### src/rtl/rr_arbiter_8_if.sv
// rr_arbiter_8_if: bundles the arbiter's request, multiplexer-control and
// downstream valid/ready signals. The arbiter connects through the slave
// modport; the surrounding logic (requesters, multiplexer, consumer)
// connects through the master modport.
// Bit numbering follows the multiplexer: index 0 is the leftmost bit.

interface rr_arbiter_8_if;
  logic [0:7]  req;
  logic [0:2]  mux_sel;
  logic        mux_enb;
  logic [0:31] mux_y;
  logic [0:7]  grant;
  logic [0:31] out_data;
  logic        out_valid;
  logic        out_ready;

  modport slave (
    input  req,
    input  mux_y,
    input  out_ready,
    output mux_sel,
    output mux_enb,
    output grant,
    output out_data,
    output out_valid
  );

  modport master (
    output req,
    output mux_y,
    output out_ready,
    input  mux_sel,
    input  mux_enb,
    input  grant,
    input  out_data,
    input  out_valid
  );
endinterface

### src/rtl/rr_arbiter_8.sv
// rr_arbiter_8: eight-way arbiter and capture stage in front of the 8-to-1
// word multiplexer. In IDLE it picks a requester and drives the
// multiplexer's sel/enb. In SELECT it captures the multiplexer output. In
// HOLD it presents the word downstream until the consumer takes it.
//
// Configuration macro: RR_ARBITER_FIXED_PRIO_EN
//   undefined (default): round-robin. The scan starts one past the last
//                        granted source.
//   defined            : fixed priority. The lowest requesting index always
//                        wins, and no last-grant pointer is kept.

module rr_arbiter_8 (
  input  logic            clk,
  input  logic            rst_n,
  rr_arbiter_8_if.slave   bus
);

  typedef enum logic [1:0] {
    IDLE   = 2'd0,
    SELECT = 2'd1,
    HOLD   = 2'd2
  } state_e;

  state_e      state_q, state_d;
  logic [0:2]  mux_sel_q, mux_sel_d;
  logic        mux_enb_q, mux_enb_d;
  logic [0:7]  grant_q, grant_d;
  logic [0:31] out_data_q, out_data_d;
  logic        out_valid_q, out_valid_d;
  logic [2:0]  winner;

`ifndef RR_ARBITER_FIXED_PRIO_EN
  logic [2:0]  ptr_q, ptr_d;
`endif

`ifdef RR_ARBITER_FIXED_PRIO_EN
  // Fixed priority: walk from the highest index down, so the lowest set index is the last one written.
  always_comb begin
    winner = 3'd0;
    for (int i = 7; i >= 0; i--) begin
      if (bus.req[i]) begin
        winner = 3'(i);
      end
    end
  end
`else
  // Round-robin: walk the scan order ptr+1 .. ptr+8 backwards, so the first requester in that order is the last one written.
  always_comb begin
    winner = 3'd0;
    for (int k = 8; k >= 1; k--) begin
      if (bus.req[3'(ptr_q + 3'(k))]) begin
        winner = 3'(ptr_q + 3'(k));
      end
    end
  end
`endif

  // Next-state logic. grant defaults to 0 so that it pulses for exactly one cycle after the capture.
  always_comb begin
    state_d     = state_q;
    mux_sel_d   = mux_sel_q;
    mux_enb_d   = mux_enb_q;
    grant_d     = '0;
    out_data_d  = out_data_q;
    out_valid_d = out_valid_q;
`ifndef RR_ARBITER_FIXED_PRIO_EN
    ptr_d       = ptr_q;
`endif
    unique case (state_q)
      IDLE: begin
        if (|bus.req) begin
          mux_sel_d = winner;
          mux_enb_d = 1'b1;
          state_d   = SELECT;
        end
      end
      SELECT: begin
        out_data_d         = bus.mux_y;
        out_valid_d        = 1'b1;
        grant_d[mux_sel_q] = 1'b1;
        mux_enb_d          = 1'b0;
`ifndef RR_ARBITER_FIXED_PRIO_EN
        ptr_d              = mux_sel_q;
`endif
        state_d            = HOLD;
      end
      HOLD: begin
        if (bus.out_ready) begin
          out_valid_d = 1'b0;
          state_d     = IDLE;
        end
      end
      default: begin
        state_d = IDLE;
      end
    endcase
  end

  // Registered FSM state and outputs. ptr resets to 7 so that the first scan begins at source 0.
  always_ff @(posedge clk or negedge rst_n) begin
    if (!rst_n) begin
      state_q     <= IDLE;
      mux_sel_q   <= '0;
      mux_enb_q   <= 1'b0;
      grant_q     <= '0;
      out_data_q  <= '0;
      out_valid_q <= 1'b0;
`ifndef RR_ARBITER_FIXED_PRIO_EN
      ptr_q       <= 3'd7;
`endif
    end else begin
      state_q     <= state_d;
      mux_sel_q   <= mux_sel_d;
      mux_enb_q   <= mux_enb_d;
      grant_q     <= grant_d;
      out_data_q  <= out_data_d;
      out_valid_q <= out_valid_d;
`ifndef RR_ARBITER_FIXED_PRIO_EN
      ptr_q       <= ptr_d;
`endif
    end
  end

  assign bus.mux_sel   = mux_sel_q;
  assign bus.mux_enb   = mux_enb_q;
  assign bus.grant     = grant_q;
  assign bus.out_data  = out_data_q;
  assign bus.out_valid = out_valid_q;

endmodule

### src/flat_wrapper.sv
// flat-port wrapper written by rule: the top's interface ports become plain ports
module rr_arbiter_8_flat 
  (clk, rst_n, bus_req, bus_mux_y, bus_out_ready, bus_mux_sel, bus_mux_enb, bus_grant, bus_out_data, bus_out_valid);
  rr_arbiter_8_if bus_i ();
  input  logic clk;
  input  logic rst_n;
  input wire logic [$bits(bus_i.req)-1:0] bus_req;
  input wire logic [$bits(bus_i.mux_y)-1:0] bus_mux_y;
  input wire logic [$bits(bus_i.out_ready)-1:0] bus_out_ready;
  output wire logic [$bits(bus_i.mux_sel)-1:0] bus_mux_sel;
  output wire logic [$bits(bus_i.mux_enb)-1:0] bus_mux_enb;
  output wire logic [$bits(bus_i.grant)-1:0] bus_grant;
  output wire logic [$bits(bus_i.out_data)-1:0] bus_out_data;
  output wire logic [$bits(bus_i.out_valid)-1:0] bus_out_valid;
  assign bus_i.req = bus_req;
  assign bus_i.mux_y = bus_mux_y;
  assign bus_i.out_ready = bus_out_ready;
  assign bus_mux_sel = bus_i.mux_sel;
  assign bus_mux_enb = bus_i.mux_enb;
  assign bus_grant = bus_i.grant;
  assign bus_out_data = bus_i.out_data;
  assign bus_out_valid = bus_i.out_valid;
  rr_arbiter_8 u_core (.clk(clk), .rst_n(rst_n), .bus(bus_i));
endmodule
### config.mk
export PLATFORM = sky130hd
export DESIGN_NAME = rr_arbiter_8_flat
export DESIGN_NICKNAME = d
export VERILOG_FILES = /design/src/rtl/rr_arbiter_8_if.sv /design/src/rtl/rr_arbiter_8.sv /design/src/flat_wrapper.sv
export SDC_FILE = /design/constraint.sdc
export NUM_CORES = 1
export LEC_CHECK = 0
export CORE_UTILIZATION = 47
export DETAILED_ROUTE_END_ITERATION = 16
export PLACE_DENSITY_LB_ADDON = 0.05
export SLEW_MARGIN = 20
export SYNTH_ARGS = -nofsm -noshare
export SYNTH_HDL_FRONTEND = slang
export SYNTH_SLANG_ARGS = --single-unit
export TNS_END_PERCENT = 10
### constraint.sdc
create_clock -name clk -period 4.1 [get_ports clk]
set_input_delay 0.615 -clock clk [delete_from_list [all_inputs] [get_ports clk]]
set_output_delay 0.615 -clock clk [all_outputs]
set_load 0.02 [all_outputs]
==> summary.txt <==
Synth
  – Syn. warnings: 0
  – Cells after synthesis: 307
  – Register area share after synthesis: 44.1%
  – Post-synthesis async set-or-reset flop share: 100%
  – FF+latch count, synth: 50
  – Mapped Area: 2840 um2
  – Number of synthesized flops with an enable pin: 0
  – Synth top area share: 41.4%
  – Synth area leader: dfrtp_1
  – Primary FF master, synth: dfrtp_1
  – Netlist cell types: 43
  – Post-Syn Area per Cell: 9.26 um2
  – Syn Nets: 352
  – Synth area leaders: dfrtp_1, nand2_1, mux4_2

Clock network
  – Clk_lat worst skew: 0.29 ns
  – Post-CTS setup buffers: 0
  – CTS root buf: clkbuf_8
  – Cells resized by post-CTS repair: 0
  – H-tree levels: 2
  – Max Root-Sink Buffers: 2
  – Quantity of hold-fixing buffers added after cts: 0
  – Clock sink total: 50
  – Clock slew at reported path FFs: 0.09 ns
  – TritonCTS clock tree: built
  – CTS buffer count: 5

STA
  – Worst-margin pin slew: 0.620 ns
  – Slew Limit Fails: 0
  – Clock period minus final worst setup slack: 3.25 ns
  – Final setup margin: 0.854 ns
  – Clk_skew: 0.00633 ns
  – Relative slew slack: 58.7%
  – Final Hold Viols: 0
  – RSZ-0062 raised after global routing: no
  – Fmax: 308 MHz
  – Endpoints failing setup: 0
  – Setup_tns: 0 ns
  – WHS: 0.406 ns
  – Tcrit/Tclk final: 79.2%

GRT
  – GRT Resource Usage Total: 22.9%
  – Met2 Use GR: 36.4%
  – Most Used Layer, Global Route: met2
  – Initial antenna violation count: 0
  – Number of global-route vias before repair: 2391
  – Met3 Track Usage GR: 5.26%
  – Total grt overflow: 0
  – Pin count of the biggest net entering global routing: 51
  – Met1 usage: 31.2%
  – First-pass GRT wire length: 11.3 mm

Cells and area
  – Final Core Density: 67.8%
  – Leading cell type in the layout, fill and taps excluded: nand2_1
  – Antenna cells: 0
  – Final-stage net count: 433
  – Layout cells sized above 1: 9.00%
  – Fin cells: 461
  – Most frequent cells in the layout: nand2_1, clkdlybuf4s50_1, dfrtp_1
  – Syn-to-layout area delta: 35.4%
  – Filler cell count in the final layout: 457

Detailed routing
  – DR vias: 2515
  – Drt total wl: 6.84 mm
  – Wirelength per Cell: 14.8 um
  – Drt first pass iters: 4
  – DR iter-0 viols: 198
  – Vias per std cell: 5.46
  – DRC errors left: 0
  – Antenna Nets Post-Route: 0

Power
  – Leak pwr: 0.00174 uW
  – Clock share of power: 8.8%
  – Sw Share: 45.4%
  – Combinational share of power: 63.3%
  – P_sw: 1500 uW
  – Sequential share of power: 27.9%
  – Internal power: 1800 uW
  – Pwr dens: 859 nW/um2
  – Maximum vdd drop: 0.000556 V

Job
  – Max-cap viol count: 0

Floorplan
  – Core Area: 5680 um2
  – Initial Util: 50.1%
  – Site Rows: 27
  – Ports: 88
  – Die area: 6370 um2
  – Die width: 79.8 um
  – Die H: 79.8 um

Placement
  – Placed insts: 453
  – IO Port Bufs: 87
  – RePlAce Congestion: 0.932
  – HPWL Detailed: 4.83 mm
  – Placement Setup Slack: 0.879 ns

Worst setup path
  – Setup crit start kind: register
  – CP arrival: 3.40 ns
  – Crit end category: register
  – Worst Setup Path Type: reg2reg
  – Crit Path Max Fanout: 23
  – CP required: 4.25 ns

Min path
  – HP Class: in2async

Status
  – Run status: finished clean
[critical path: stages (launching register included)]
cell      delay (ns)
dfstp_2         0.53
buf_4           0.27
inv_1           0.17
ha_1            0.61
mux4_2          0.62
a221oi_2        0.39
nor3b_1         0.09
o311ai_1        0.27
o221ai_1        0.16
[cells in the mapped netlist (all sizes together) (2+ instances only)]
library cell	n
a211oi	2
a21boi	2
a21oi	4
a221oi	2
and2	2
buf	6
clkbuf	11
dfrtp	47
dfstp	3
ha	2
inv	6
mux2	8
mux2i	8
mux4	14
nand2	124
nand2b	4
nand3	2
nor2	11
nor2b	3
nor3	9
nor4	4
o21ai	11
o22ai	2
o311a	2
o311ai	2
xnor2	2
xor2	2
[per-stage QoR]
step / power [uW] / instance area [um2]
after floorplan: 2310 / 2840
after global placement: 2980 / 3750
after detailed placement: 3020 / 3750
after CTS: 3320 / 3850
after global routing: 3570 / 3850
final: 3310 / 3850
[power groups by stage]
stage          Clock (uW)  Combinational, uW  Sequential, uW
2_1_floorplan           0               1210            1100
3_3_place_gp            0               2060             924
3_5_place_dp            0               2090             931
4_1_cts               299               2090             927
5_1_grt               321               2290             960
6_report              292               2090             924
[cell type report]
cell class	count	area, um2	area share [%]
clock buffer	6	82.6	2.14
clock inverter	2	12.5	0.325
inverter	7	26.3	0.682
multi-input combinational	233	1490	38.6
sequential	50	1250	32.6
tap	72	90.1	2.34
timing repair buffer	91	896	23.3
[cell families (layout without fill, tap and decap cells)]
| group | Yosys count | after routing | synth area share [%] |
|---|---|---|---|
| mux | 30 | 30 | 17.9 |
| buf+inv | 24 | 106 | 3.65 |
| simple gates | 162 | 162 | 23.3 |
| flops | 50 | 50 | 44.1 |
| xor+xnor | 4 | 4 | 1.23 |
| fa+ha+maj | 2 | 2 | 0.880 |
| compound gates | 35 | 35 | 8.93 |
[state kept, by name, summed over array words and instances, names as in the netlist]
signal,count
u_core.bus.grant,8
u_core.bus.mux_enb,1
u_core.bus.mux_sel,3
u_core.bus.out_data,32
u_core.bus.out_valid,1
u_core.ptr_q,3
u_core.state_q,2
[metal layers]
| layer | vias up | share of wire [%] | wire length [um] |
|---|---|---|---|
| met5 | - | 0 | 0 |
| met4 | 0 | 1.4 | 94 |
| met3 | 8 | 6.2 | 424 |
| met2 | 92 | 48 | 3280 |
| met1 | 1196 | 45 | 3040 |
| li1 | 1219 | - | - |
[worst paths after layout]
check                                          endpoint                    from  slack [ns]  cells past startpoint
worst max register to register    u_core.bus.mux_sel[0]         u_core.ptr_q[0]        0.85                      8
min in group clk                 u_core.bus.out_data[7]  u_core.bus.out_data[7]        0.48                      2
max in group asynchronous       u_core.bus.out_data[25]                   rst_n        3.27                      2
worst max-delay path              u_core.bus.mux_sel[0]         u_core.ptr_q[0]        0.85                      8
worst min-delay path              u_core.bus.mux_sel[0]                   rst_n        0.41                      2
worst min register to register   u_core.bus.out_data[7]  u_core.bus.out_data[7]        0.48                      2
No activity file was read; power rests on OpenSTA's default activity.
